## src/rtl/alloc_req_arbiter.sv

```systemverilog
// rtl/alloc_req_arbiter.sv - round-robin arbiter sharing the falafel allocator core between clients
//
// Purpose: accepts one alloc/free request at a time from NUM_CLIENTS requesters,
// forwards it to the allocator core, waits for completion (bounded by a watchdog)
// and returns the result to the granted client only.
//
// Ports:
//   clk_i, rst_ni                 clock, asynchronous active-low reset
//   client_req_valid_i [N]        per-client request valid
//   client_req_is_alloc_i [N]     1 = alloc, 0 = free
//   client_req_data_i [N*DATA_W]  alloc size / free address, client k at [k*DATA_W +: DATA_W]
//   client_req_ready_o [N]        one-hot accept strobe (combinational, IDLE only)
//   client_rsp_valid_o [N]        one-hot response valid
//   client_rsp_ready_i [N]        per-client response ready
//   client_rsp_addr_o             result address (shared bus)
//   client_rsp_success_o          operation succeeded
//   client_rsp_timeout_o          response was produced by the watchdog
//   core_req_valid_o/is_alloc_o/data_o, core_ready_i   request handshake to the core
//   core_rsp_valid_i/addr_i/success_i                  core completion pulse
//   busy_o                        an operation is in flight (not IDLE)

package falafel_pkg;
    parameter int DATA_W = 32;
endpackage

module alloc_req_arbiter #(
    parameter int NUM_CLIENTS    = 4,
    parameter int DATA_W         = falafel_pkg::DATA_W,
    parameter int TIMEOUT_CYCLES = 256
) (
    input  logic                          clk_i,
    input  logic                          rst_ni,
    input  logic [NUM_CLIENTS-1:0]        client_req_valid_i,
    input  logic [NUM_CLIENTS-1:0]        client_req_is_alloc_i,
    input  logic [NUM_CLIENTS*DATA_W-1:0] client_req_data_i,
    output logic [NUM_CLIENTS-1:0]        client_req_ready_o,
    output logic [NUM_CLIENTS-1:0]        client_rsp_valid_o,
    input  logic [NUM_CLIENTS-1:0]        client_rsp_ready_i,
    output logic [DATA_W-1:0]             client_rsp_addr_o,
    output logic                          client_rsp_success_o,
    output logic                          client_rsp_timeout_o,
    output logic                          core_req_valid_o,
    output logic                          core_req_is_alloc_o,
    output logic [DATA_W-1:0]             core_req_data_o,
    input  logic                          core_ready_i,
    input  logic                          core_rsp_valid_i,
    input  logic [DATA_W-1:0]             core_rsp_addr_i,
    input  logic                          core_rsp_success_i,
    output logic                          busy_o
);

    localparam int PTR_W = $clog2(NUM_CLIENTS);
    localparam int TMR_W = $clog2(TIMEOUT_CYCLES);
    localparam logic [TMR_W-1:0] TMR_LAST = TMR_W'(TIMEOUT_CYCLES - 1);

    typedef enum logic [1:0] {
        ST_IDLE,
        ST_ISSUE,
        ST_WAIT_RSP,
        ST_RESPOND
    } state_e;

    state_e                   state_q;
    logic [PTR_W-1:0]         rr_ptr_q;
    logic [TMR_W-1:0]         timer_q;
    logic [PTR_W-1:0]         gnt_q;
    logic                     op_is_alloc_q;
    logic [DATA_W-1:0]        op_data_q;
    logic [DATA_W-1:0]        rsp_addr_q;
    logic                     rsp_success_q;
    logic                     rsp_timeout_q;
    logic                     core_req_valid_q;
    logic [NUM_CLIENTS-1:0]   rsp_valid_q;
    logic                     busy_q;

    logic                     gnt_found;
    logic [PTR_W-1:0]         gnt_idx;
    logic [PTR_W-1:0]         rr_ptr_d;

    // Index base+off wrapped modulo NUM_CLIENTS; explicit so non-power-of-2
    // client counts never select a nonexistent client.
    function automatic logic [PTR_W-1:0] wrap_idx(input logic [PTR_W-1:0] base, input int off);
        int sum;
        sum = int'(base) + off;
        if (sum >= NUM_CLIENTS) begin
            sum = sum - NUM_CLIENTS;
        end
        return PTR_W'(sum);
    endfunction

    function automatic logic [NUM_CLIENTS-1:0] to_onehot(input logic [PTR_W-1:0] idx);
        logic [NUM_CLIENTS-1:0] v;
        v      = '0;
        v[idx] = 1'b1;
        return v;
    endfunction

    // Round-robin search: first valid client starting at rr_ptr_q.
    always_comb begin
        gnt_found = 1'b0;
        gnt_idx   = '0;
        for (int i = 0; i < NUM_CLIENTS; i++) begin
            if (!gnt_found && client_req_valid_i[wrap_idx(rr_ptr_q, i)]) begin
                gnt_found = 1'b1;
                gnt_idx   = wrap_idx(rr_ptr_q, i);
            end
        end
    end

    assign rr_ptr_d = wrap_idx(gnt_idx, 1);

    // The accept strobe is combinational; gating with rst_ni keeps it low while
    // reset is held even if clients are already requesting.
    always_comb begin
        client_req_ready_o = '0;
        if (rst_ni && (state_q == ST_IDLE) && gnt_found) begin
            client_req_ready_o = to_onehot(gnt_idx);
        end
    end

    always_ff @(posedge clk_i or negedge rst_ni) begin
        if (!rst_ni) begin
            state_q          <= ST_IDLE;
            rr_ptr_q         <= '0;
            timer_q          <= '0;
            gnt_q            <= '0;
            op_is_alloc_q    <= 1'b0;
            op_data_q        <= '0;
            rsp_addr_q       <= '0;
            rsp_success_q    <= 1'b0;
            rsp_timeout_q    <= 1'b0;
            core_req_valid_q <= 1'b0;
            rsp_valid_q      <= '0;
            busy_q           <= 1'b0;
        end else begin
            case (state_q)
                ST_IDLE: begin
                    if (gnt_found) begin
                        gnt_q            <= gnt_idx;
                        op_is_alloc_q    <= client_req_is_alloc_i[gnt_idx];
                        op_data_q        <= client_req_data_i[int'(gnt_idx)*DATA_W +: DATA_W];
                        rr_ptr_q         <= rr_ptr_d;
                        core_req_valid_q <= 1'b1;
                        busy_q           <= 1'b1;
                        state_q          <= ST_ISSUE;
                    end
                end
                ST_ISSUE: begin
                    if (core_ready_i) begin
                        core_req_valid_q <= 1'b0;
                        timer_q          <= '0;
                        state_q          <= ST_WAIT_RSP;
                    end
                end
                ST_WAIT_RSP: begin
                    // A real completion takes priority over the watchdog expiring
                    // in the same cycle.
                    if (core_rsp_valid_i) begin
                        rsp_addr_q    <= core_rsp_addr_i;
                        rsp_success_q <= core_rsp_success_i;
                        rsp_timeout_q <= 1'b0;
                        rsp_valid_q   <= to_onehot(gnt_q);
                        state_q       <= ST_RESPOND;
                    end else if (timer_q == TMR_LAST) begin
                        rsp_addr_q    <= '0;
                        rsp_success_q <= 1'b0;
                        rsp_timeout_q <= 1'b1;
                        rsp_valid_q   <= to_onehot(gnt_q);
                        state_q       <= ST_RESPOND;
                    end else begin
                        timer_q <= timer_q + 1'b1;
                    end
                end
                ST_RESPOND: begin
                    // Only the granted client's ready completes the response.
                    if (client_rsp_ready_i[gnt_q]) begin
                        rsp_valid_q <= '0;
                        busy_q      <= 1'b0;
                        state_q     <= ST_IDLE;
                    end
                end
                default: begin
                    state_q <= ST_IDLE;
                end
            endcase
        end
    end

    assign client_rsp_valid_o   = rsp_valid_q;
    assign client_rsp_addr_o    = rsp_addr_q;
    assign client_rsp_success_o = rsp_success_q;
    assign client_rsp_timeout_o = rsp_timeout_q;
    assign core_req_valid_o     = core_req_valid_q;
    assign core_req_is_alloc_o  = op_is_alloc_q;
    assign core_req_data_o      = op_data_q;
    assign busy_o               = busy_q;

endmodule

```

## config.mk

```make
export PLATFORM = sky130hd
export DESIGN_NAME = alloc_req_arbiter
export DESIGN_NICKNAME = d
export VERILOG_FILES = /design/src/rtl/alloc_req_arbiter.sv
export SDC_FILE = /design/constraint.sdc
export NUM_CORES = 1
export LEC_CHECK = 0
export ABC_AREA = 0
export CORE_UTILIZATION = 35
export DETAILED_ROUTE_END_ITERATION = 10
export PLACE_DENSITY = 0.75
export SLEW_MARGIN = 20
export SYNTH_ARGS = -nofsm -noshare
export SYNTH_HDL_FRONTEND = slang
export SYNTH_SLANG_ARGS = --single-unit
```

## constraint.sdc

```tcl
create_clock -name clk_i -period 3.1 [get_ports clk_i]
set_clock_uncertainty 0.05 [all_clocks]
set_input_delay 0.62 -clock clk_i [delete_from_list [all_inputs] [get_ports clk_i]]
set_output_delay 0.62 -clock clk_i [all_outputs]
set_load 0.005 [all_outputs]
```

# Word-level counts from Yosys, hierarchy flattened
# Index checks and enable logic that the tools add are counted.
[totals]
rom_bits = 0
input_bits = 177
reg_bits = 87
out_inout_bits = 77
memories = 0
elab_cells = 124
latch_bits = 0
ramBits = 0
[classes]
magnitude_cmp = 13
eq_ne = 10
n_mul = 0
addsub = 10
bitwise = 0
shift = 1
n_reduce_logical = 23
n_div = 0
muxes = 55
[op_table]
columns = ["cell", "count"]
rows = [
  ["variable part select 128 x 8 -> 32 bit", 1],
  ["2-to-1 mux 32 bit", 2],
  ["2-to-1 mux 2 bit", 14],
  ["2-to-1 mux 8 bit", 3],
  ["2-to-1 mux 1 bit", 19],
  ["< comparator 2 x 3 -> 1 bit, second input constant", 6],
  ["2-to-1 mux 4 bit", 4],
  ["case mux 8 bit (2 select lines)", 1],
  ["binary-select mux 1 bit (select 2 bit)", 6],
  [">= comparator 3 bit, second input constant", 4],
  ["!= test 2 bit, second input constant", 5],
  ["nonzero test 2 bit", 5],
  ["subtractor 2 x 1 -> 2 bit, second input constant", 5],
  ["AND reduction 3 bit", 3],
  ["adder 8 x 1 -> 8 bit, second input constant", 1],
  ["equality test 8 bit, second input constant", 1],
  ["case mux 2 bit (4 select lines)", 1],
  ["case mux 4 bit (2 select lines)", 1],
  ["AND reduction 4 bit", 2],
  ["logical AND 1 bit", 7],
  ["adder 2 x 1 -> 3 bit, second input constant", 2],
  ["adder 2 x 2 -> 3 bit, second input constant", 2],
  ["demux 1 bit (select 2 bit)", 2],
  ["equality test 2 bit, second input constant", 2],
  ["other kinds (8)", 13],
]

# Longest topological paths before layout
[depth]
depth_word = 19
depth_mapped = 7

# Worst setup path after synthesis
# Ideal clock, no wire load.
[synth_timing]
path_type = "input to output"
startpoint = "in client_req_valid_i[3]"
endpoint = "out client_req_ready_o[0]"
arrival_time_ns = 1.547
setup_slack_ns = 0.883
path_buffers = 2
cell_stages = 6
path_cell_list = "and3b_1 a31oi_1 nand3_1 buf_2 buf_2 nor3b_1"
[synth_via]
elab_chain_cells = 17
elab_cells_between_ends = 29
classes_between = "order compare (2); mux (19); reduce/logical (8)"
[synth_rtl]
columns = ["item", "line", "rtl"]
rows = [
  ["from (decl)", "33", "input logic [NUM_CLIENTS-1:0] client_req_valid_i,"],
  ["binary-select mux 1 bit (select 2 bit)", "103", "if (!gnt_found && client_req_valid_i[wrap_idx(rr_ptr_q, i)]) begin"],
  ["2-to-1 mux 1 bit (implied by the code)", "103", ""],
  ["2-to-1 mux 1 bit", "103", ""],
  ["zero test 1 bit", "103", ""],
  ["logical AND 1 bit", "103", ""],
  ["2-to-1 mux 1 bit", "103", ""],
  ["zero test 1 bit", "103", ""],
  ["logical AND 1 bit", "103", ""],
  ["2-to-1 mux 1 bit", "103", ""],
  ["zero test 1 bit", "103", ""],
  ["logical AND 1 bit", "103", ""],
  ["2-to-1 mux 2 bit", "103", ""],
  ["< comparator 2 x 3 -> 1 bit (implied by the code) or >= comparator 2 x 1 -> 1 bit (tied branches)", "94", "v[idx] = 1'b1;"],
  ["logical AND 1 bit (implied by the code)", "94", ""],
  ["2-to-1 mux 1 bit (implied by the code)", "94", ""],
  ["demux 1 bit (select 2 bit)", "94", ""],
  ["2-to-1 mux 4 bit (*)", "116", "if (rst_ni && (state_q == ST_IDLE) && gnt_found) begin"],
  ["to (decl)", "36", "output logic [NUM_CLIENTS-1:0] client_req_ready_o,"],
]
# Every way passes the cells marked *; elsewhere a longest branch is shown, timed or not. The select of a mux whose other input is x is not followed.

# Worst setup path in the final report
[layout_timing]
startpoint = "in client_req_valid_i[0]"
endpoint = "out client_req_ready_o[0]"
# The elaborated chain is that of the path after synthesis.

==> run metrics <==
relative slew slack=61.8%; Yosys reg bits=87; drt initial violations=171; die width=114 µm; GRT Total Usage=21.5%; number of remaining DRC errors=0; largest area contributor in the netlist=dfrtp_1; crit start category=input pin; Worst EP arrival=2.32 ns; Root Buffer=clkbuf_16; crit-path cells=clkdlybuf4s50_1, nor4_4, nor2b_2, nand2_2, nor3b_1, clkdlybuf4s50_1; most used routing layer=met2; GRT met1 Usage=24.2%; DIE AREA=13100 µm²; Critical Path Most Common Cell=clkdlybuf4s50_1; Final min period=2.99 ns; count of different cell masters after synthesis=40; Port-buffer cells=253; initial antenna violation count=0; Initial Util=36.4%; largest net degree at the start of global routing=63; Layout Nets=820; Clock H-tree levels=3; synth top area cells=dfrtp_1, mux2i_1, a22o_1, o221ai_1, nand2_1; DRT Pass-1 Iters=4; Worst-Skew Late Latency=0.33 ns; crit end category=primary output; final setup vio count=0; CTS tree=yes; Syn Std Cell Area=4420 µm²; TritonCTS Buffers=9; endpoints failing hold=0; commonest non-fill, non-tap cell in the layout=clkdlybuf4s50_1; non-filler instance count after layout=811; max_cap viols=0; worst hold margin=0.329 ns; placed cell count=795; crit-path max FO=4; peak supply drop=0.460 mV; Area Growth Syn to Fin=69.4%; Filler cells=1021; WS Path Type=in -> out; LEAKAGE=3.39 nW; final worst-path cycle share=96.5%; Setup Buffers After CTS=0; Syn Inst Count=386; Die H=114 µm; reg2reg path depth=7; share of cells above drive strength 1=7.47%; most frequent cells in the layout=clkdlybuf4s50_1, dfrtp_1, mux2i_1, nand2_1, a22o_1; Core Region=12200 µm²; post-route ant nets=0; Top Ports=254; sequential share of the synthesized area=49.2%; RSZ-0062 raised after global routing=no; Least-Margin Pin Slew=0.573 ns; CP peak stage delay=0.61 ns; grt met3 use=6.93%; CTS Hold Bufs=0; first-pass GRT wire length=21900 µm; Worst-path clk slew=0.06 ns; Pins Over Slew Limit=0; Via Count=4113; worst hold path type=in -> async; syn_nets=568; number of diodes=0; status=finished clean; YS warnings=0; clk sinks=87; Final GP Congestion=0.813; total congestion overflow=0; mean post-synth cell area=11.5 µm²; Worst EP required=2.43 ns; hpwl dp=10700 µm; Synth top area share=49.2%; CP max-delay cell=clkdlybuf4s50_1; drt total wl=14200 µm; met2 Resource Use GR=38.9%; clk buf depth=2; FMAX=334 MHz; pwr/cell area=817 nW/µm²; DR WL/cell=17.5 µm; num rows=40; vias in the first global route=4293; routed vias/inst=5.07
layer usage:
metal  wire length (µm)  share of wire (%)  up-vias
met2               7200                 51      176
met3               1270                8.9       14
li1                   -                  -     1961
met1               5530                 39     1962
met4                165                1.2        0
met5                  0                  0        -
cell usage after synthesis (all sizes together):
master and n:
a2111oi 1, a21o 1, a21oi 6, a22o 36, a31oi 1, a32o 4
a41o 1, and2 4, and3 1, and3b 1, buf 22, clkbuf 5
dfrtp 87, ha 5, inv 6, mux2 4, mux2i 66, mux4 1
nand2 50, nand2b 2, nand3 4, nand4 2, nor2 13, nor2b 4
nor3 4, nor3b 2, nor4 2, o211a 1, o211ai 1, o21a 2
o21ai 6, o221ai 33, or3 1, or4 1, xnor2 6
cells by family after synthesis:
group	Yosys count	share of synthesized area, %
AOI/OAI and AO/OA	93	17.8
and+or+nand+nor	91	9.96
DFF	87	49.2
muxes	71	16.5
buffers and inverters	33	3.90
xor gates and xnor gates	6	1.19
adders and majority gates	5	1.41
registers in the layout, summed over array words and instances (netlist names), 2 cells and up:
signal / flops
client_rsp_addr_o: 32
client_rsp_valid_o: 4
core_req_data_o: 32
gnt_q: 2
rr_ptr_q: 2
state_q: 2
timer_q: 8
power breakdown:
part           total (W)  internal [W]  switching, W
Combinational    0.00306       0.00177       0.00129
Clock            0.00109      0.000633      0.000458
Sequential       0.00197       0.00164      0.000326
Total            0.00612       0.00405       0.00207
path summary, 6_finish.rpt:
path / from / to / slack [ns]
min in group clk_i: core_req_data_o[31]$_DFFE_PN0P_ / core_req_data_o[31]$_DFFE_PN0P_ / 0.44
max reg2reg: timer_q[0]$_DFFE_PN0P_ / client_rsp_valid_o[2]$_DFFE_PN0P_ / 0.85
min reg2reg: core_req_data_o[31]$_DFFE_PN0P_ / core_req_data_o[31]$_DFFE_PN0P_ / 0.44
max: client_req_valid_i[0] / client_req_ready_o[0] / 0.11
min: rst_ni / state_q[1]$_DFFE_PN0P_ / 0.33
max in group asynchronous: rst_ni / client_rsp_addr_o[7]$_DFFE_PN0P_ / 1.69
critical path: cells and delay by family:
kind,cells,cell delay [ns]
simple gates,4,0.55
buf+inv,2,1.15
cell type report:
cell class | count | area, µm² | area share (%)
Sequential cell | 87 | 2180 | 29.1
Multi-Input combinational cell | 266 | 2110 | 28.2
Tap cell | 168 | 210 | 2.81
Inverter | 6 | 22.5 | 0.301
Clock inverter | 7 | 80.1 | 1.07
Timing Repair Buffer | 268 | 2670 | 35.6
Clock buffer | 9 | 225 | 3.01
timing repair:
item | CTS | global route
pin swaps | 0 | 4
setup endpoints to repair | 2 | 4
gates resized for setup | 2 | 9
through the flow:
stage / utilization [%] / setup TNS [ns] / total power (W) / setup slack [ns] / instance area [µm²]
after floorplan: - / 0 / 0.00348 / 0.883 / 4420
after global placement: 58.8 / 0 / 0.00496 / 0.0787 / 7150
after detailed placement: 58.8 / -0.0875 / 0.00504 / -0.0694 / 7150
after CTS: 61.3 / 0 / 0.00619 / 0.0205 / 7460
after global routing: 61.6 / 0 / 0.00653 / 0.0143 / 7490
final: 61.6 / 0 / 0.00612 / 0.107 / 7490
Note: power is estimated with default switching activity, not from simulation.
==> RTL edit 1: new RTL, same settings <==
Re-encode `state_e` (4 states) as one-hot, 4 bits wide.
--- a/src/rtl/alloc_req_arbiter.sv
+++ b/src/rtl/alloc_req_arbiter.sv
@@ -54,9 +54,9 @@
     localparam logic [TMR_W-1:0] TMR_LAST = TMR_W'(TIMEOUT_CYCLES - 1);
 
-    typedef enum logic [1:0] {
-        ST_IDLE,
-        ST_ISSUE,
-        ST_WAIT_RSP,
-        ST_RESPOND
+    typedef enum logic [3:0] {
+        ST_IDLE     = 4'b0001,
+        ST_ISSUE    = 4'b0010,
+        ST_WAIT_RSP = 4'b0100,
+        ST_RESPOND  = 4'b1000
     } state_e;
 
Formal check against the unedited RTL: no difference found for any inputs over 4 cycles, from zero or initial values and one cycle with rst_ni low; so few cycles prove little.
==> RTL edit 1 against the unedited design <==
- non-clock buffer count rose by 10
- design area grew 2.4%
- area after synthesis increased by 3.5%
- routed wire length grew 9.4%
- core utilization is 1.1 points lower
- combinational power shrank 7%
- worst setup slack improved by 0.077 ns
- global-route usage rose by 1.1 points
- critical path depth unchanged
- sequential power down 2%
- sequential cell count grew 2
- total power is 3.8% lower
==> RTL edit 1: results (changes against the unedited design) <==
<table>
<tr><th>Metric</th><th>Value</th></tr>
<tr><th colspan="2">Run status</th></tr>
<tr><td>Result of the run</td><td>finished clean (unchanged)</td></tr>
<tr><th colspan="2">Route</th></tr>
<tr><td>Average wire per standard cell</td><td>17.3 µm (was 17.5 µm)</td></tr>
<tr><td>Initial drt markers</td><td>337 (was 171)</td></tr>
<tr><td>Met3 wire length</td><td>1520 µm (was 1270 µm)</td></tr>
<tr><td>Met2 layer wire length in the routed design</td><td>7650 µm (was 7200 µm)</td></tr>
<tr><td>Detailed-routing iteration count for the pre-antenna-repair pass</td><td>5 (was 4)</td></tr>
<tr><td>Vias after detailed routing</td><td>4,765 (was 4,113)</td></tr>
<tr><th colspan="2">Yosys</th></tr>
<tr><td>Compound-gate portion of the synthesized area</td><td>0.323 (was 0.178)</td></tr>
<tr><td>Multiplexer area fraction after synthesis</td><td>0.00492 (was 0.165)</td></tr>
<tr><td>Number of library cell types mapped by synthesis</td><td>46 (was 40)</td></tr>
<tr><td>Synth top area cells</td><td>sky130_fd_sc_hd__dfrtp_1, sky130_fd_sc_hd__a22o_1, sky130_fd_sc_hd__a21boi_0 (was sky130_fd_sc_hd__dfrtp_1, sky130_fd_sc_hd__mux2i_1, sky130_fd_sc_hd__a22o_1)</td></tr>
<tr><td>Adder-cell area share of the yosys netlist</td><td>0.00273 (was 0.0141)</td></tr>
<tr><th colspan="2">Critical path</th></tr>
<tr><td>Worst R2R End</td><td>core_req_data_o[13]$_DFFE_PN0P_ (was client_rsp_valid_o[2]$_DFFE_PN0P_)</td></tr>
<tr><td>Logic depth of the worst register-to-register path</td><td>6 (was 7)</td></tr>
<tr><td>Maximum fanout along the worst path</td><td>7 (was 4)</td></tr>
<tr><th colspan="2">Finish</th></tr>
<tr><td>Fin nets</td><td>900 (was 820)</td></tr>
<tr><td>Fraction of layout cells with a size suffix above 1</td><td>0.0674 (was 0.0747)</td></tr>
<tr><th colspan="2">Place</th></tr>
<tr><td>HPWL after detailed placement</td><td>11,800 µm (was 10,700 µm)</td></tr>
<tr><td>Post-place setup slack</td><td>-0.125 ns (was -0.0694 ns)</td></tr>
<tr><th colspan="2">Global routing</th></tr>
<tr><td>GRT Total Usage</td><td>0.226 (was 0.215)</td></tr>
<tr><td>First-pass GRT wire length</td><td>23,100 µm (was 21,900 µm)</td></tr>
<tr><td>Vias in the first global route</td><td>4,582 (was 4,293)</td></tr>
<tr><td>GR Layer Usage met3</td><td>0.0628 (was 0.0693)</td></tr>
<tr><td>Largest net degree at the start of global routing</td><td>57 (was 63)</td></tr>
<tr><th colspan="2">Clocking</th></tr>
<tr><td>Cells resized by post-CTS repair</td><td>4 (was 2)</td></tr>
<tr><th colspan="2">Power and ir drop</th></tr>
<tr><td>Internal</td><td>0.00387 W (was 0.00405 W)</td></tr>
</table>
## RTL edit 1: cell types whose count changed in the layout (fill, tap and decap cells not counted), moves of 5 or more
cell                       delta
sky130_fd_sc_hd__a21boi_0    +34
sky130_fd_sc_hd__a22oi_1     +33
sky130_fd_sc_hd__a31oi_1     +37
sky130_fd_sc_hd__and3_1      +38
sky130_fd_sc_hd__buf_4        +9
sky130_fd_sc_hd__inv_1        +5
sky130_fd_sc_hd__mux2i_1     -66
sky130_fd_sc_hd__nand2_1     -40
sky130_fd_sc_hd__nor2_1      +32
sky130_fd_sc_hd__o21ai_0     +11
sky130_fd_sc_hd__o21ai_1     +33
sky130_fd_sc_hd__o221ai_1    -33
sky130_fd_sc_hd__xnor2_1      -5
## RTL edit 1: area by class of cell
cell class | instances | area share
repair buffers | 278 | 0.357
flip-flops and latches | 89 | 0.291
multi-input cells | 333 | 0.280
clock buffers | 10 | 0.0299
well taps | 172 | 0.0281
clock inverters | 6 | 0.00881
inverters | 11 | 0.00539
## RTL edit 1: metrics by stage
| stage | total power [W] | instances | instance area [µm²] | hold slack [ns] |
|---|---|---|---|---|
| detailed placement | 0.00480 | 881 | 7360 | 0.420 |
| global placement | 0.00472 | 881 | 7360 | 0.418 |
| global route | 0.00630 | 899 | 7670 | 0.0629 |
| finish | 0.00588 | 899 | 7670 | 0.0631 |
| floorplan | 0.00326 | 472 | 4580 | 0.274 |
| CTS | 0.00592 | 899 | 7670 | 0.0607 |
## RTL edit 1: how the worst max path moves through the flow
stage / start / endpoint / slack (ns) / depth (start not counted)
2_1_floorplan: client_req_valid_i[3] / client_req_ready_o[0] / 0.58 / 6
3_3_place_gp: client_req_valid_i[2] / client_req_ready_o[3] / -0.12 / 6
3_5_place_dp: client_req_valid_i[2] / client_req_ready_o[3] / -0.12 / 6
4_1_cts: client_req_valid_i[2] / client_req_ready_o[2] / 0.17 / 6
5_1_grt: client_req_valid_i[2] / client_req_ready_o[3] / 0.06 / 6
6_report: client_req_valid_i[2] / client_req_ready_o[3] / 0.18 / 6
## RTL edit 1: power by group through the flow
stage               registers [W]  clock network [W]  logic [W]
floorplan                 0.00194                  0    0.00132
global placement          0.00193                  0    0.00280
detailed placement        0.00195                  0    0.00285
CTS                       0.00193            0.00111    0.00288
global route              0.00199            0.00116    0.00314
finish                    0.00193            0.00110    0.00286
## RTL edit 1: critical path, cell delays in order
cell and delay, ns:
sky130_fd_sc_hd__clkdlybuf4s50_1 0.48, sky130_fd_sc_hd__nor2_1 0.07, sky130_fd_sc_hd__a211o_1 0.33, sky130_fd_sc_hd__nor3_4 0.26, sky130_fd_sc_hd__and3_1 0.20, sky130_fd_sc_hd__dlygate4sd2_1 0.29
==> RTL edit 2: new RTL, same flow settings <==
Made on the original files. Set the parameter `NUM_CLIENTS` to 8 (it was 4).
--- a/src/rtl/alloc_req_arbiter.sv
+++ b/src/rtl/alloc_req_arbiter.sv
@@ -25,5 +25,5 @@
 
 module alloc_req_arbiter #(
-    parameter int NUM_CLIENTS    = 4,
+    parameter int NUM_CLIENTS    = 8,
     parameter int DATA_W         = falafel_pkg::DATA_W,
     parameter int TIMEOUT_CYCLES = 256
Interface: changed (6 resized); port bits go from 254 to 402. The function was not compared with the original's and may differ.
==> RTL edit 2 against the unedited design <==
- the flow now finishes with violations (setup timing)
- worst setup slack worse by 1.1 ns
- final cell count up 57%
- design area increased by 69%
- routed wire length increased by 96%
- area after synthesis up 51%
- sequential cell count up 6
- global-route usage is 6.3 points higher
- worst hold slack improved by 0.079 ns
- total power rose to 2.8 times the old value
- core utilization rose by 6.1 points
- die area is 50% higher
==> RTL edit 2: results (changes against the unedited design) <==
<table>
<tr><th>Metric</th><th>Value</th></tr>
<tr><th colspan="2">Yosys</th></tr>
<tr><td>Compound-gate portion of the synthesized area</td><td>0.125 (was 0.178)</td></tr>
<tr><td>Adder-cell area share of the yosys netlist</td><td>0.0131 (was 0.0141)</td></tr>
<tr><td>Sequential share of the synthesized area</td><td>0.348 (was 0.492)</td></tr>
<tr><td>Average cell area after synthesis</td><td>12.0 µm² (was 11.5 µm²)</td></tr>
<tr><td>Xor-xnor portion of the synthesized cell area</td><td>0.00636 (was 0.0119)</td></tr>
<tr><th colspan="2">Run status</th></tr>
<tr><td>Violated checks</td><td>setup timing</td></tr>
<tr><td>Result of the run</td><td>complete, but fails checks (was finished clean)</td></tr>
<tr><th colspan="2">Finish</th></tr>
<tr><td>Non-Clock Buffer Count</td><td>512 (was 268)</td></tr>
<tr><td>Sequential cell area share</td><td>0.184 (was 0.291)</td></tr>
<tr><td>Signed area change from the synthesized netlist to the final layout</td><td>89.4% (was 69.4%)</td></tr>
<tr><td>Non-clock buffering overhead in the final layout</td><td>0.418 (was 0.356)</td></tr>
<tr><td>Clk cell area share</td><td>0.0227 (was 0.0408)</td></tr>
<tr><td>Fin nets</td><td>1,356 (was 820)</td></tr>
<tr><td>Antenna fix cells</td><td>5 (was 0)</td></tr>
<tr><th colspan="2">STA</th></tr>
<tr><td>Worst-margin pin slew</td><td>0.664 ns (was 0.573 ns)</td></tr>
<tr><td># setup viols final</td><td>45 (was 0)</td></tr>
<tr><td>Setup slack of the critical path after layout</td><td>-0.961 ns (was 0.107 ns)</td></tr>
<tr><td>Final-layout setup total negative slack</td><td>-33.64 ns (was 0 ns)</td></tr>
<tr><th colspan="2">Route</th></tr>
<tr><td>Initial drt markers</td><td>290 (was 171)</td></tr>
<tr><td>Met2 layer wire length in the routed design</td><td>15,000 µm (was 7200 µm)</td></tr>
<tr><td>Average wire per standard cell</td><td>21.7 µm (was 17.5 µm)</td></tr>
<tr><th colspan="2">Clocking</th></tr>
<tr><td>Post-CTS setup buffer count</td><td>22 (was 0)</td></tr>
<tr><th colspan="2">Place</th></tr>
<tr><td>Total placed cells including tap cells</td><td>1,209 (was 795)</td></tr>
<tr><th colspan="2">Critical path</th></tr>
<tr><td>Logic depth of the worst register-to-register path</td><td>15 (was 7)</td></tr>
<tr><td>Data arrival time of the worst path</td><td>3.39 ns (was 2.32 ns)</td></tr>
<tr><th colspan="2">Global routing</th></tr>
<tr><td>GRT Total Usage</td><td>0.278 (was 0.215)</td></tr>
<tr><th colspan="2">Power and ir drop</th></tr>
<tr><td>Switching power as a share of total power</td><td>0.387 (was 0.339)</td></tr>
<tr><td>IR drop worst, VDD</td><td>0.000862 V (was 0.000460 V)</td></tr>
</table>
-- RTL edit 2: cell types whose count changed after synthesis, moves of 6 or more --
cell                       delta
sky130_fd_sc_hd__nand2_1     +14
sky130_fd_sc_hd__clkbuf_1    +18
sky130_fd_sc_hd__mux4_2      +78
sky130_fd_sc_hd__o21ai_0     +11
sky130_fd_sc_hd__o221ai_1    -33
sky130_fd_sc_hd__mux2i_1     -16
sky130_fd_sc_hd__mux2_2       +9
sky130_fd_sc_hd__o21ai_1     +37
sky130_fd_sc_hd__nor2_1       +6
sky130_fd_sc_hd__dfrtp_1      +6
-- RTL edit 2: power by group through the flow --
| stage | clock (W) | combinational, W | sequential, W |
|---|---|---|---|
| 3_3_place_gp | 0 | 0.0104 | 0.00211 |
| 4_1_cts | 0.00112 | 0.0129 | 0.00212 |
| 6_report | 0.00108 | 0.0139 | 0.00212 |
| 3_5_place_dp | 0 | 0.0105 | 0.00214 |
| 5_1_grt | 0.00118 | 0.0147 | 0.00219 |
| 2_1_floorplan | 0 | 0.00723 | 0.00210 |
-- RTL edit 2: worst max-delay path: stages (launching register included) --
cell and delay [ns]:
sky130_fd_sc_hd__dfrtp_2 0.44, sky130_fd_sc_hd__inv_8 0.04, sky130_fd_sc_hd__ha_4 0.39, sky130_fd_sc_hd__mux2i_4 0.33, sky130_fd_sc_hd__mux4_2 0.31, sky130_fd_sc_hd__a32o_2 0.27
sky130_fd_sc_hd__nand2_2 0.11, sky130_fd_sc_hd__buf_4 0.15, sky130_fd_sc_hd__buf_4 0.13, sky130_fd_sc_hd__o21ai_4 0.26, sky130_fd_sc_hd__buf_6 0.16, sky130_fd_sc_hd__nor4bb_4 0.29
sky130_fd_sc_hd__buf_2 0.16
-- RTL edit 2: path summary, 6_finish.rpt --
check | from | end | slack (ns)
min in group clk_i | core_req_data_o[26]$_DFFE_PN0P_ | core_req_data_o[26]$_DFFE_PN0P_ | 0.44
worst min register to register | core_req_data_o[26]$_DFFE_PN0P_ | core_req_data_o[26]$_DFFE_PN0P_ | 0.44
worst max-delay path | rr_ptr_q[0]$_DFFE_PN0P_ | client_req_ready_o[5] | -0.96
worst min-delay path | rst_ni | gnt_q[0]$_DFFE_PN0P_ | 0.41
worst max register to register | rr_ptr_q[0]$_DFFE_PN0P_ | core_req_data_o[3]$_DFFE_PN0P_ | -0.89
max in group asynchronous | rst_ni | client_rsp_addr_o[1]$_DFFE_PN0P_ | 1.57
-- RTL edit 2: layer usage --
| layer | track usage | vias up |
|---|---|---|
| li1 | - | 3135 |
| met1 | 0.322 | 3369 |
| met2 | 0.514 | 289 |
| met3 | 0.0578 | 43 |
| met4 | 0.0798 | 0 |
| met5 | 0 | - |
